## src/rtl/vga_kbd_pkg.sv

```systemverilog
// Shared constants for the keyboard-to-VGA path: key codes, move directions,
// scheduler states and the vertical timing that places the issue window.
package vga_kbd_pkg;

    localparam logic [7:0] KBD_W_CODE = 8'h57;
    localparam logic [7:0] KBD_A_CODE = 8'h41;
    localparam logic [7:0] KBD_S_CODE = 8'h53;
    localparam logic [7:0] KBD_D_CODE = 8'h44;

    localparam logic [1:0] DIR_UP    = 2'd0;
    localparam logic [1:0] DIR_DOWN  = 2'd1;
    localparam logic [1:0] DIR_LEFT  = 2'd2;
    localparam logic [1:0] DIR_RIGHT = 2'd3;

    // 1024x768@60 vertical timing; blanking lines precede active video here
    localparam int V_FP    = 3;
    localparam int V_SYNCP = 6;
    localparam int V_BP    = 29;
    localparam logic [11:0] ACTIVE_START_LINE = 12'(V_FP + V_SYNCP + V_BP - 1);

    typedef enum logic [1:0] {
        ST_WAIT  = 2'd0,
        ST_OFFER = 2'd1,
        ST_DONE  = 2'd2
    } sched_state_t;

endpackage

```

## src/rtl/kbd_move_scheduler_if.sv

```systemverilog
// Bundle of keyboard, video-timing and move-command signals around the scheduler.
interface kbd_move_scheduler_if #(
    parameter int DEPTH = 4
);
    localparam int LW = $clog2(DEPTH) + 1;

    logic [7:0]    kbd_signal;
    logic          kbd_ready;
    logic [11:0]   v_counter;
    logic          cmd_ready;
    logic          cmd_valid;
    logic [1:0]    cmd_dir;
    logic [LW-1:0] fifo_level;
    logic [7:0]    drop_count;

    modport master (
        output kbd_signal, kbd_ready, v_counter, cmd_ready,
        input  cmd_valid, cmd_dir, fifo_level, drop_count
    );

    modport slave (
        input  kbd_signal, kbd_ready, v_counter, cmd_ready,
        output cmd_valid, cmd_dir, fifo_level, drop_count
    );
endinterface

```

## src/rtl/sync_fifo.sv

```systemverilog
// Single-clock FIFO with registered occupancy; a push into a full FIFO is
// accepted only when a pop happens in the same cycle.
module sync_fifo #(
    parameter int WIDTH = 2,
    parameter int DEPTH = 4
) (
    input  logic                       clk,
    input  logic                       rst,
    input  logic                       push,
    input  logic [WIDTH-1:0]           wdata,
    input  logic                       pop,
    output logic [WIDTH-1:0]           rdata,
    output logic                       full,
    output logic                       empty,
    output logic [$clog2(DEPTH):0]     level
);
    localparam int AW = (DEPTH > 1) ? $clog2(DEPTH) : 1;
    localparam int LW = $clog2(DEPTH) + 1;

    logic [WIDTH-1:0] mem [DEPTH];
    logic [AW-1:0]    wr_ptr_reg;
    logic [AW-1:0]    rd_ptr_reg;
    logic [LW-1:0]    level_reg;
    logic             do_push;
    logic             do_pop;

    assign full    = (level_reg == LW'(DEPTH));
    assign empty   = (level_reg == '0);
    assign do_pop  = pop & ~empty;
    assign do_push = push & (~full | do_pop);

    always_ff @(posedge clk) begin
        if (do_push) begin
            mem[wr_ptr_reg] <= wdata;
        end
    end

    // Head is read straight from the array so it is usable the cycle level goes non-zero
    assign rdata = mem[rd_ptr_reg];
    assign level = level_reg;

    always_ff @(posedge clk or posedge rst) begin
        if (rst) begin
            wr_ptr_reg <= '0;
            rd_ptr_reg <= '0;
            level_reg  <= '0;
        end else begin
            if (do_push) begin
                wr_ptr_reg <= wr_ptr_reg + 1'b1;
            end
            if (do_pop) begin
                rd_ptr_reg <= rd_ptr_reg + 1'b1;
            end
            if (do_push && !do_pop) begin
                level_reg <= level_reg + 1'b1;
            end else if (do_pop && !do_push) begin
                level_reg <= level_reg - 1'b1;
            end
        end
    end

endmodule

```

## src/rtl/kbd_move_scheduler.sv

```systemverilog
// Turns W/A/S/D key strobes into queued move commands and releases at most one
// per video frame, only inside vertical blanking.
module kbd_move_scheduler
    import vga_kbd_pkg::*;
#(
    parameter int          DEPTH        = 4,
    parameter logic [11:0] ACTIVE_START = ACTIVE_START_LINE,
    parameter logic [7:0]  KBD_W        = KBD_W_CODE,
    parameter logic [7:0]  KBD_A        = KBD_A_CODE,
    parameter logic [7:0]  KBD_S        = KBD_S_CODE,
    parameter logic [7:0]  KBD_D        = KBD_D_CODE
) (
    input logic                 clk,
    input logic                 rst,
    kbd_move_scheduler_if.slave bus
);
    localparam int LW = $clog2(DEPTH) + 1;

    logic          r1_reg;
    logic          r2_reg;
    logic [11:0]   v_prev_reg;
    logic          key_event;
    logic          key_valid;
    logic [1:0]    key_dir;
    logic          frame_tick;
    logic          push_req;
    logic          pop_req;
    logic          fifo_full;
    logic          fifo_empty;
    logic [1:0]    fifo_head;
    logic [LW-1:0] fifo_level;
    sched_state_t  state_reg;
    logic          cmd_valid_reg;
    logic [1:0]    cmd_dir_reg;
    logic [7:0]    drop_count_reg;

    always_ff @(posedge clk or posedge rst) begin
        if (rst) begin
            r1_reg     <= 1'b0;
            r2_reg     <= 1'b0;
            v_prev_reg <= '0;
        end else begin
            r1_reg     <= bus.kbd_ready;
            r2_reg     <= r1_reg;
            v_prev_reg <= bus.v_counter;
        end
    end

    // A completed key is the falling edge of the decoder strobe
    assign key_event  = ~r1_reg & r2_reg;
    assign frame_tick = (bus.v_counter == 12'd0) && (v_prev_reg != 12'd0);

    always_comb begin
        key_valid = 1'b0;
        key_dir   = DIR_UP;
        if (bus.kbd_signal == KBD_W) begin
            key_valid = 1'b1;
            key_dir   = DIR_UP;
        end else if (bus.kbd_signal == KBD_S) begin
            key_valid = 1'b1;
            key_dir   = DIR_DOWN;
        end else if (bus.kbd_signal == KBD_A) begin
            key_valid = 1'b1;
            key_dir   = DIR_LEFT;
        end else if (bus.kbd_signal == KBD_D) begin
            key_valid = 1'b1;
            key_dir   = DIR_RIGHT;
        end
    end

    assign push_req = key_event & key_valid;
    assign pop_req  = cmd_valid_reg & bus.cmd_ready;

    sync_fifo #(
        .WIDTH (2),
        .DEPTH (DEPTH)
    ) u_fifo (
        .clk   (clk),
        .rst   (rst),
        .push  (push_req),
        .wdata (key_dir),
        .pop   (pop_req),
        .rdata (fifo_head),
        .full  (fifo_full),
        .empty (fifo_empty),
        .level (fifo_level)
    );

    // A key only counts as lost when no pop frees a slot in the same cycle
    always_ff @(posedge clk or posedge rst) begin
        if (rst) begin
            drop_count_reg <= 8'd0;
        end else if (push_req && fifo_full && !pop_req && drop_count_reg != 8'hFF) begin
            drop_count_reg <= drop_count_reg + 8'd1;
        end
    end

    always_ff @(posedge clk or posedge rst) begin
        if (rst) begin
            state_reg     <= ST_WAIT;
            cmd_valid_reg <= 1'b0;
            cmd_dir_reg   <= DIR_UP;
        end else begin
            case (state_reg)
                ST_WAIT: begin
                    if (frame_tick && !fifo_empty) begin
                        state_reg     <= ST_OFFER;
                        cmd_valid_reg <= 1'b1;
                        cmd_dir_reg   <= fifo_head;
                    end
                end
                ST_OFFER: begin
                    // Acceptance wins over the window closing in the same cycle
                    if (bus.cmd_ready) begin
                        state_reg     <= ST_DONE;
                        cmd_valid_reg <= 1'b0;
                    end else if (bus.v_counter >= ACTIVE_START) begin
                        state_reg     <= ST_WAIT;
                        cmd_valid_reg <= 1'b0;
                    end
                end
                ST_DONE: begin
                    if (frame_tick) begin
                        if (!fifo_empty) begin
                            state_reg     <= ST_OFFER;
                            cmd_valid_reg <= 1'b1;
                            cmd_dir_reg   <= fifo_head;
                        end else begin
                            state_reg <= ST_WAIT;
                        end
                    end
                end
                default: begin
                    state_reg     <= ST_WAIT;
                    cmd_valid_reg <= 1'b0;
                end
            endcase
        end
    end

    assign bus.cmd_valid  = cmd_valid_reg;
    assign bus.cmd_dir    = cmd_dir_reg;
    assign bus.fifo_level = fifo_level;
    assign bus.drop_count = drop_count_reg;

endmodule
```

## src/flat_wrapper.sv

```systemverilog
// flat-port wrapper written by rule: the top's interface ports become plain ports
module kbd_move_scheduler_flat import vga_kbd_pkg::*;
#(
    parameter int          DEPTH        = 4,
    parameter logic [11:0] ACTIVE_START = ACTIVE_START_LINE,
    parameter logic [7:0]  KBD_W        = KBD_W_CODE,
    parameter logic [7:0]  KBD_A        = KBD_A_CODE,
    parameter logic [7:0]  KBD_S        = KBD_S_CODE,
    parameter logic [7:0]  KBD_D        = KBD_D_CODE
)
  (clk, rst, bus_kbd_signal, bus_kbd_ready, bus_v_counter, bus_cmd_ready, bus_cmd_valid, bus_cmd_dir, bus_fifo_level, bus_drop_count);
  kbd_move_scheduler_if #(.DEPTH(DEPTH)) bus_i ();
  input logic clk;
  input logic rst;
  input wire logic [$bits(bus_i.kbd_signal)-1:0] bus_kbd_signal;
  input wire logic [$bits(bus_i.kbd_ready)-1:0] bus_kbd_ready;
  input wire logic [$bits(bus_i.v_counter)-1:0] bus_v_counter;
  input wire logic [$bits(bus_i.cmd_ready)-1:0] bus_cmd_ready;
  output wire logic [$bits(bus_i.cmd_valid)-1:0] bus_cmd_valid;
  output wire logic [$bits(bus_i.cmd_dir)-1:0] bus_cmd_dir;
  output wire logic [$bits(bus_i.fifo_level)-1:0] bus_fifo_level;
  output wire logic [$bits(bus_i.drop_count)-1:0] bus_drop_count;
  assign bus_i.kbd_signal = bus_kbd_signal;
  assign bus_i.kbd_ready = bus_kbd_ready;
  assign bus_i.v_counter = bus_v_counter;
  assign bus_i.cmd_ready = bus_cmd_ready;
  assign bus_cmd_valid = bus_i.cmd_valid;
  assign bus_cmd_dir = bus_i.cmd_dir;
  assign bus_fifo_level = bus_i.fifo_level;
  assign bus_drop_count = bus_i.drop_count;
  kbd_move_scheduler #(.DEPTH(DEPTH), .ACTIVE_START(ACTIVE_START), .KBD_W(KBD_W), .KBD_A(KBD_A), .KBD_S(KBD_S), .KBD_D(KBD_D)) u_core (.clk(clk), .rst(rst), .bus(bus_i));
endmodule
```

## config.mk

```make
export PLATFORM = sky130hd
export DESIGN_NAME = kbd_move_scheduler_flat
export DESIGN_NICKNAME = d
export VERILOG_FILES = /design/src/rtl/vga_kbd_pkg.sv /design/src/rtl/kbd_move_scheduler_if.sv /design/src/rtl/sync_fifo.sv /design/src/rtl/kbd_move_scheduler.sv /design/src/flat_wrapper.sv
export SDC_FILE = /design/constraint.sdc
export NUM_CORES = 1
export LEC_CHECK = 0
export CAP_MARGIN = 20
export CORE_MARGIN = 10
export CORE_UTILIZATION = 56
export CTS_BUF_LIST = sky130_fd_sc_hd__clkbuf_4
export DETAILED_ROUTE_END_ITERATION = 16
export GPL_TIMING_DRIVEN = 0
export PLACE_DENSITY_LB_ADDON = 0.3
export SETUP_SLACK_MARGIN = 0.1
export SYNTH_ARGS = -nofsm -noshare
export SYNTH_HDL_FRONTEND = slang
export SYNTH_SLANG_ARGS = --single-unit
```

## constraint.sdc

```tcl
create_clock -name clk -period 6 [get_ports clk]
set_input_delay 0.6 -clock clk [delete_from_list [all_inputs] [get_ports clk]]
set_output_delay 0.6 -clock clk [all_outputs]
set_load 0.01 [all_outputs]
```

Word-level counts from Yosys, hierarchy flattened. Memories as Yosys holds them, arrays and structs flattened. Index checks and enable logic that the tools add are counted. Widths: inputs -> output; s select.

Bits in registers: 34. RAM bits: 8. Output and inout bits: 14. Word-level logic and storage cells: 86. Memories kept: 1.

Memory list: u_core.u_fifo.mem (depth 4, bits a word 2, read ports 1, clocked after memory_dff 0, write ports 1, RTL line sync_fifo.sv:20) `logic [WIDTH-1:0] mem [DEPTH];`.

$add $sub $neg: 5. $lt $le $gt $ge: 1. Eq/ne operators: 12. Multiplexer cells: 28. Bitwise gates (word level): 9. Reduce and logical (&&, ||, !) cells: 20.

Operators by type and width (count): $eq 8x7->1 const B (4); $mux 2 (11); $ge 12x6->1 const B (1); $logic_not 12->1 (1); $mux 1 (12); $reduce_bool 12->1 (1); $add 8x1->8 const B (1); $ne 8x8->1 const B (1); $reduce_and 4->1 (2); $logic_and 1x1->1 (7); $mux 3 (2); $pmux 2 s3 (1); $and 1x1->1 (5); $add 2x1->2 const B (2); $logic_not 1->1 (4); $ne 2x1->1 const B (2); $pmux 2 s2 (1); $reduce_bool 2->1 (2); $add 3x1->3 const B (1); $eq 3x3->1 const B (1); $logic_not 3->1 (1); $ne 3x2->1 const B (1); $not 1->1 (3); $pmux 1 s3 (1); other kinds (7) (7).

Logic depth before layout (Yosys ltp). Gate-level depths: netlist of the first run.

Depth in word-level cells: 11. Mapped depth: 10. Mapped depth without buffers: 9.

Hierarchy. A second synthesis of the first run with hierarchy kept.

Cells, all modules: 137. Area, all modules: 1888.1 µm².

By module, submodules not included: kbd_move_scheduler (times used 1, cells each 91, area each 1157.4 µm², seq. area each 675.6 µm²); sync_fifo (times used 1, cells each 46, area each 730.7 µm², seq. area each 415.4 µm²).

Worst setup path after synthesis of the first run. No wires, ideal clock.

Path type: input-to-reg. Start point: input bus_kbd_signal[3]. End point: register u_core.u_fifo.level_reg[2], in the netlist u_core.u_fifo.level[2]. Library setup time: 80 ps. Arrival time: 2789 ps. Setup slack: 3131 ps. Stages: 10. Cells stage by stage: or4b_1 > a311o_1 > buf_6 > a21oi_4 > ha_1 > inv_1 > fa_1 > xor2_1 > nor2_1 > xor2_1.

Longest elaborated chain between the ends: 10.

Ends and longest elaborated chain: start: declaration (RTL line flat_wrapper.sv:15) `input wire logic [$bits(bus_i.kbd_signal)-1:0] bus_kbd_signal;`; $eq 8x7->1 (RTL line kbd_move_scheduler.sv:65) `end else if (bus.kbd_signal == KBD_D) begin`; $mux 1 (RTL line kbd_move_scheduler.sv:65); $mux 1 (RTL line kbd_move_scheduler.sv:62) `end else if (bus.kbd_signal == KBD_A) begin`; $mux 1 (RTL line kbd_move_scheduler.sv:59) `end else if (bus.kbd_signal == KBD_S) begin`; $mux 1 (*) (RTL line kbd_move_scheduler.sv:56) `if (bus.kbd_signal == KBD_W) begin`; $and 1x1->1 (*) (RTL line kbd_move_scheduler.sv:71) `assign push_req = key_event & key_valid;`; $and 1x1->1 (*) (RTL line sync_fifo.sv:30) `assign do_push = push & (~full | do_pop);`; named net u_core.u_fifo.do_push (RTL line sync_fifo.sv:24) `logic do_push;`; $logic_not 1->1 (RTL line sync_fifo.sv:56) `end else if (do_pop && !do_push) begin`; $logic_and 1x1->1 (RTL line sync_fifo.sv:56); $reduce_bool 2->1 (no source line); end signal: assignment (RTL line sync_fifo.sv:55) `level_reg <= level_reg + 1'b1;`; end signal: assignment (RTL line sync_fifo.sv:57) `level_reg <= level_reg - 1'b1;`; end: declaration (RTL line sync_fifo.sv:23) `logic [LW-1:0] level_reg;`.

Mark *: on every way through the listed nets, which the timed path passes. The rest lies on a longest branch. A chain may end at the register's enable or synchronous reset.

Final worst setup path of the first run.
Start point: input bus_kbd_signal[0]. End point: register u_core.u_fifo.level_reg[2], in the netlist u_core.u_fifo.level[2].

Same word-level chain as after synthesis.

==> metrics.csv, run 1 <==
stage,metric,value,unit
timing,fin_crit_sh,0.520,
critical_path,setup.worst_path.start,bus_kbd_signal[0],
clock_network,cts_made_buffers,5,
critical_path,r2r_start,u_core.r1_reg$_DFF_PP0_,
grt,overflow,0,
drt,wl_per_cell,16.0,microns
clock_network,cts_resized,0,
timing,final_max_slew_viol_count,0,
die,start_util,0.590,
critical_path,worst_ep_arrival_time,3410,ps
layout,multi_input_area,696,sq um
timing,min_period,3120,ps
timing,slew_headroom,0.532,
layout,mostFrequentLayoutCells,"37 x clkdlybuf4s50_1, 34 x dfrtp_1, 9 x nor4_1",
critical_path,path_cells,clkdlybuf4s50_1 > or4b_1 > a311o_1 > buf_6 > a21oi_4 > ha_1 > inv_1 > fa_1 > xor2_1 > nor2_1 > xor2_1,
drt,ant_nets,0,
power,power_density,219,nW/um^2
hold_path,hp-class,register to register,
drt,vias,1221,
logic_synthesis,seq_area_frac_synth,0.601,
grt,antenna_found_initial,0,
critical_path,worstSetupEndpointType,register,
logic_synthesis,synth_edf_count,8,
logic_synthesis,syn-instance-count,133,
place,place.gp.congestion,0.814,
layout,largest_reg_flops,12,
die,ios,38,
power,p_total,0.000507,W
clock_network,h-tree-depth,2,
clock_network,clk_latency,350,ps
grt,groute.usage.overall,0.127,
clock_network,clockRootBuffer,clkbuf_4,
logic_synthesis,yosys_warnings,0,
logic_synthesis,synthArstFlopShare,0.810,
layout,syn2layout_area_growth,27.6,%
critical_path,startpoint_type,primary input,
power,p_leak,0.979,nW
layout,seqCellArea,1090,sq um
power,switching_share,0.252,
power,comb_power_share,0.134,
critical_path,worst_path_largest_cell_delay,570,ps
timing,fmax,320,MHz
drt,viasPerCell,5.48,
clock_network,hold_buffers,0,
hold_path,hold_depth,0,
clock_network,cts_tree,done,
logic_synthesis,ys_ff_latch,42,
place,dp_hpwl,2860,microns
critical_path,r2r_cells,10,
layout,final_common_cell,clkdlybuf4s50_1,
drt,drc,0,
critical_path,cp_max_fo,9,
timing,fin_skew,11.6,ps
logic_synthesis,synth.avg_cell_area,13.7,sq um
layout,final_cells,223,
clock_network,post_cts_buffers,0,
die,num_rows,20,
layout,n_antenna_cell,0,
layout,fillers,207,
drt,first_pass_iters,4,
die,die_x,77.0,microns
clock_network,cts.path.max_buffers,2,
place,port_buffers,37,
timing,rsz0062_at_grt,false,
grt,grt_pass1_wl,6110,microns
power,p_switching,0.000128,W
hold_path,min_from,u_core.r1_reg$_DFF_PP0_,
critical_path,crit_path_top_delay_cell,or4b_1,
power,p_seq_frac,0.617,
timing,hold_viol_final,0,
power,p_int,0.000379,W
power,peakVddDrop,0.126,mV
grt,grt_max_degree,20,
clock_network,cts.sinks,42,
grt,grt_pass1_vias,1342,
layout,layout.nets,209,
drt,drtIter0Drc,54,
outcome,outcome,"complete, no violations",
logic_synthesis,yosysUniqueCellTypes,38,
critical_path,cp_common_cell,xor2_1,
timing,worstMarginPinSlew,701,ps
power,clockPowerShare,0.249,
clock_network,path_clk_slew,120,ps
critical_path,path_class,primary input to register,
logic_synthesis,synth_area,1820,sq um
layout,drive_above_1_share,0.0894,
job,max_cap_violations,0,
critical_path,required,6290,ps
die,dieArea,5920,sq um
drt,routed_wl,3560,microns
logic_synthesis,synth_nets,164,
timing,tns,0,ps
place,place_inst,215,
logic_synthesis,synth_flop_cell,dfrtp_1,
timing,setup_violations,0,
die,die_h,77.0,microns
die,core,3080,sq um
[through the flow]
stage	hold slack (ps)	utilization	worst slack [ps]	area [sq um]
finish	401	0.753	2880	2320
global route	420	0.753	2730	2320
CTS	401	0.753	2880	2320
detailed placement	373	0.737	2500	2270
global placement	353	0.728	2580	2240
floorplan	346	-	3130	1820
[worst max-delay path, delay by kind of cell]
| kind | cells | cell delay (ps) |
|---|---|---|
| AO/OA/AOI/OAI | 2 | 550 |
| XOR/XNOR | 2 | 310 |
| adder cells (fa/ha/maj) | 2 | 590 |
| buffers and inverters | 3 | 670 |
| AND/OR/NAND/NOR | 2 | 700 |
[path summary, 6_finish.rpt]
check	end	slack [ps]
max	u_core.u_fifo.level[2]$_DFFE_PP0P_	2880
min	u_core.r2_reg$_DFF_PP0_	400
max reg2reg	u_core.u_fifo.level[2]$_DFFE_PP0P_	3670
min reg2reg	u_core.r2_reg$_DFF_PP0_	400
max in group asynchronous	u_core.v_prev_reg[0]$_DFF_PP0_	4790
min in group asynchronous	u_core.bus.drop_count[5]$_DFFE_PP0P_	670
[area by class of cell]
class | count | area share
flip-flops and latches | 42 | 0.471
inverters | 5 | 0.00809
well taps | 44 | 0.0237
repair buffers | 38 | 0.172
plain buffers | 1 | 0.00486
clock inverters | 3 | 0.00486
clock buffers | 5 | 0.0162
multi-input cells | 85 | 0.300
[power groups by stage]
| stage | Combinational, W | Sequential (W) | Clock (W) |
|---|---|---|---|
| CTS | 0.0000689 | 0.000313 | 0.000129 |
| floorplan | 0.0000302 | 0.000318 | 0 |
| global placement | 0.0000627 | 0.000318 | 0 |
| detailed placement | 0.0000685 | 0.000319 | 0 |
| global route | 0.0000757 | 0.000315 | 0.000140 |
| finish | 0.0000679 | 0.000313 | 0.000126 |
[cells by family after synthesis]
family	count (synthesis)	share of synthesized area
muxes	7	0.0558
DFF	42	0.601
buffers and inverters	6	0.0165
xor gates and xnor gates	13	0.0627
and+or+nand+nor	44	0.145
adders and majority gates	7	0.0523
AOI/OAI and AO/OA	14	0.0675
[synth_stat cells, types with 2 or more instances]
master | count | area, sq um
and4_1 | 2 | 17.5
inv_1 | 5 | 18.8
nand2_1 | 2 | 7.51
xor2_1 | 8 | 70.1
and2_1 | 4 | 25.0
nor4_1 | 9 | 56.3
nand4_1 | 3 | 18.8
nor2_1 | 5 | 18.8
mux2_2 | 3 | 33.8
nor3_1 | 5 | 25.0
dfrtp_1 | 34 | 851
nand2b_1 | 2 | 12.5
mux4_2 | 2 | 45.0
or4b_1 | 3 | 30.0
nand3_1 | 6 | 30.0
mux2_1 | 2 | 22.5
xnor2_1 | 5 | 43.8
edfxtp_1 | 8 | 240
ha_1 | 6 | 75.1
[metal layers]
metal  vias to the layer above  global-route usage  share of wire
met2                        35               0.214           0.50
met3                         6              0.0606          0.076
li1                        583                   -              -
met5                         -                   0              0
met4                         0              0.0446          0.015
met1                       597               0.136           0.41
No activity file was read; power rests on OpenSTA's default activity.
==> run 2, diff against run 1 <==
CORE_UTILIZATION = 47   (was 56)
clock period = 2.7 ns   (was 6 ns; I/O delays follow)
==> metrics.csv, run 2 (synthesis gave the netlist of run 1 again) <==
stage,metric,value,unit
clock_network,path_clk_slew,120,ps
timing,worstMarginPinSlew,562,ps
timing,setup_violations,0,
layout,utilization,0.652,
place,port_buffers,37,
critical_path,cp_common_cell,xor2_1,
clock_network,clockRootBuffer,clkbuf_4,
critical_path,cp_max_fo,4,
grt,groute.usage.overall,0.118,
timing,rsz0062_at_grt,false,
grt,antenna_found_initial,0,
place,place.gp.congestion,0.732,
clock_network,h-tree-depth,2,
timing,setup_slack,182,ps
place,pre_cts_slack,-434,ps
critical_path,worst_path_largest_cell_delay,550,ps
grt,overflow,0,
clock_network,cts_made_buffers,5,
power,power_density,519,nW/um^2
critical_path,worst_ep_arrival_time,2800,ps
layout,n_antenna_cell,0,
critical_path,worstSetupEndpointType,register,
timing,fin_crit_sh,0.933,
critical_path,path_class,primary input to register,
power,peakVddDrop,0.232,mV
layout,seqCellArea,1090,sq um
clock_network,cts_tree,done,
critical_path,path_cells,clkdlybuf4s50_1 > or4b_4 > a311o_1 > buf_6 > a21oi_4 > ha_2 > inv_1 > fa_1 > xor2_1 > nor2_1 > xor2_1,
drt,drc,0,
critical_path,reg2reg_to,u_core.u_fifo.level[2]$_DFFE_PP0P_,
layout,mostFrequentLayoutCells,"34 x dfrtp_1, 33 x clkdlybuf4s50_1, 9 x nor4_1",
timing,fin_skew,13.3,ps
grt,grt_max_degree,23,
layout,syn2layout_area_growth,32.3,%
power,p_leak,1.03,nW
drt,viasPerCell,5.34,
grt,grt_pass1_wl,6160,microns
layout,fillers,295,
critical_path,reg2reg_slack,440,ps
timing,final_max_slew_viol_count,0,
clock_network,clk_latency,350,ps
die,dieArea,6750,sq um
timing,slew_headroom,0.625,
layout,fin_area,2400,sq um
die,start_util,0.493,
drt,first_pass_iters,4,
layout,layout.nets,214,
drt,routed_wl,3540,microns
outcome,outcome,"complete, no violations",
critical_path,r2r_start,u_core.u_fifo.level[2]$_DFFE_PP0P_,
layout,multi_input_area,706,sq um
grt,grt_pass1_vias,1314,
die,num_rows,22,
job,max_cap_violations,0,
die,core,3690,sq um
clock_network,cts.path.max_buffers,2,
layout,largest_reg_flops,12,
timing,tns,0,ps
drt,ant_nets,0,
layout,drive_above_1_share,0.141,
die,ios,38,
critical_path,startpoint_type,primary input,
die,die_x,82.2,microns
critical_path,crit_path_top_delay_cell,or4b_4,
power,p_total,0.00125,W
critical_path,required,2980,ps
timing,min_period,2520,ps
critical_path,r2r_cells,8,
timing,hold_viol_final,0,
place,placed_area,2270,sq um
layout,final_common_cell,dfrtp_1,
drt,vias,1239,
place,dp_hpwl,2820,microns
drt,drtIter0Drc,54,
die,die_h,82.2,microns
hold_path,hp-class,primary input to asynchronous set/reset pin,
timing,fmax,397,MHz
clock_network,cts.sinks,42,
drt,wl_per_cell,15.3,microns
[run 2: changes by cell type in the layout (fill, tap and decap cells not counted), sizes merged, moves of 2 or more]
cell	delta
clkdlybuf4s50	-4
buf	+5
dlygate4sd2	+3
clkinv	-2
[run 2: what timing repair did]
| item | in CTS | in global routing |
|---|---|---|
| gates resized for setup | 5 | 2 |
| setup endpoints to repair | 2 | 1 |
| buffers inserted | 1 | 4 |
| pin swaps | 0 | 3 |
| hold buffers | 0 | 0 |
[run 2: how the worst max path moves through the flow]
stage               slack, ps                            endpoint  cells past startpoint              start
floorplan                 160  u_core.u_fifo.level[2]$_DFFE_PP0P_                     10  bus_kbd_signal[3]
global placement         -380  u_core.u_fifo.level[2]$_DFFE_PP0P_                     11  bus_kbd_signal[0]
detailed placement       -430  u_core.u_fifo.level[2]$_DFFE_PP0P_                     11  bus_kbd_signal[0]
CTS                       110  u_core.u_fifo.level[2]$_DFFE_PP0P_                     11  bus_kbd_signal[3]
global route               90  u_core.u_fifo.level[2]$_DFFE_PP0P_                     11  bus_kbd_signal[3]
finish                    180  u_core.u_fifo.level[2]$_DFFE_PP0P_                     11  bus_kbd_signal[3]
[run 2: layer usage]
| layer | vias to the layer above | global-route usage | routed length, microns |
|---|---|---|---|
| met5 | - | 0 | 0 |
| met4 | 0 | 0.0408 | 52 |
| met3 | 7 | 0.0594 | 318 |
| met2 | 30 | 0.197 | 1820 |
| met1 | 611 | 0.127 | 1350 |
| li1 | 591 | - | - |
[run 2: critical path, delay by kind of cell]
kind | cells | cell delay, ps
xor gates and xnor gates | 2 | 300
adders and majority gates | 2 | 560
and+or+nand+nor | 2 | 680
AOI/OAI and AO/OA | 2 | 400
buffers and inverters | 3 | 580
[run 2: cell type report]
type                       count  share of cell area
sequential                    42               0.454
multi-input combinational     85               0.294
timing repair buffer          43               0.181
tap                           48              0.0250
clock buffer                   6              0.0187
clock inverter                 2              0.0156
inverter                       5             0.00781
buffer                         1             0.00469
[run 2: report_power, final]
| group | internal, W | leakage (nW) | switching (W) |
|---|---|---|---|
| sequential | 0.000668 | 0.517 | 0.0000279 |
| combinational | 0.0000795 | 0.471 | 0.0000694 |
| clock | 0.000205 | 0.0419 | 0.000198 |
| total | 0.000953 | 1.03 | 0.000295 |
[run 2: stage by stage]
stage | hold WS, ps | std cells
6_report | 246 | 232
4_1_cts | 257 | 228
5_1_grt | 267 | 232
3_5_place_dp | 359 | 219
2_1_floorplan | 301 | 133
3_3_place_gp | 356 | 218
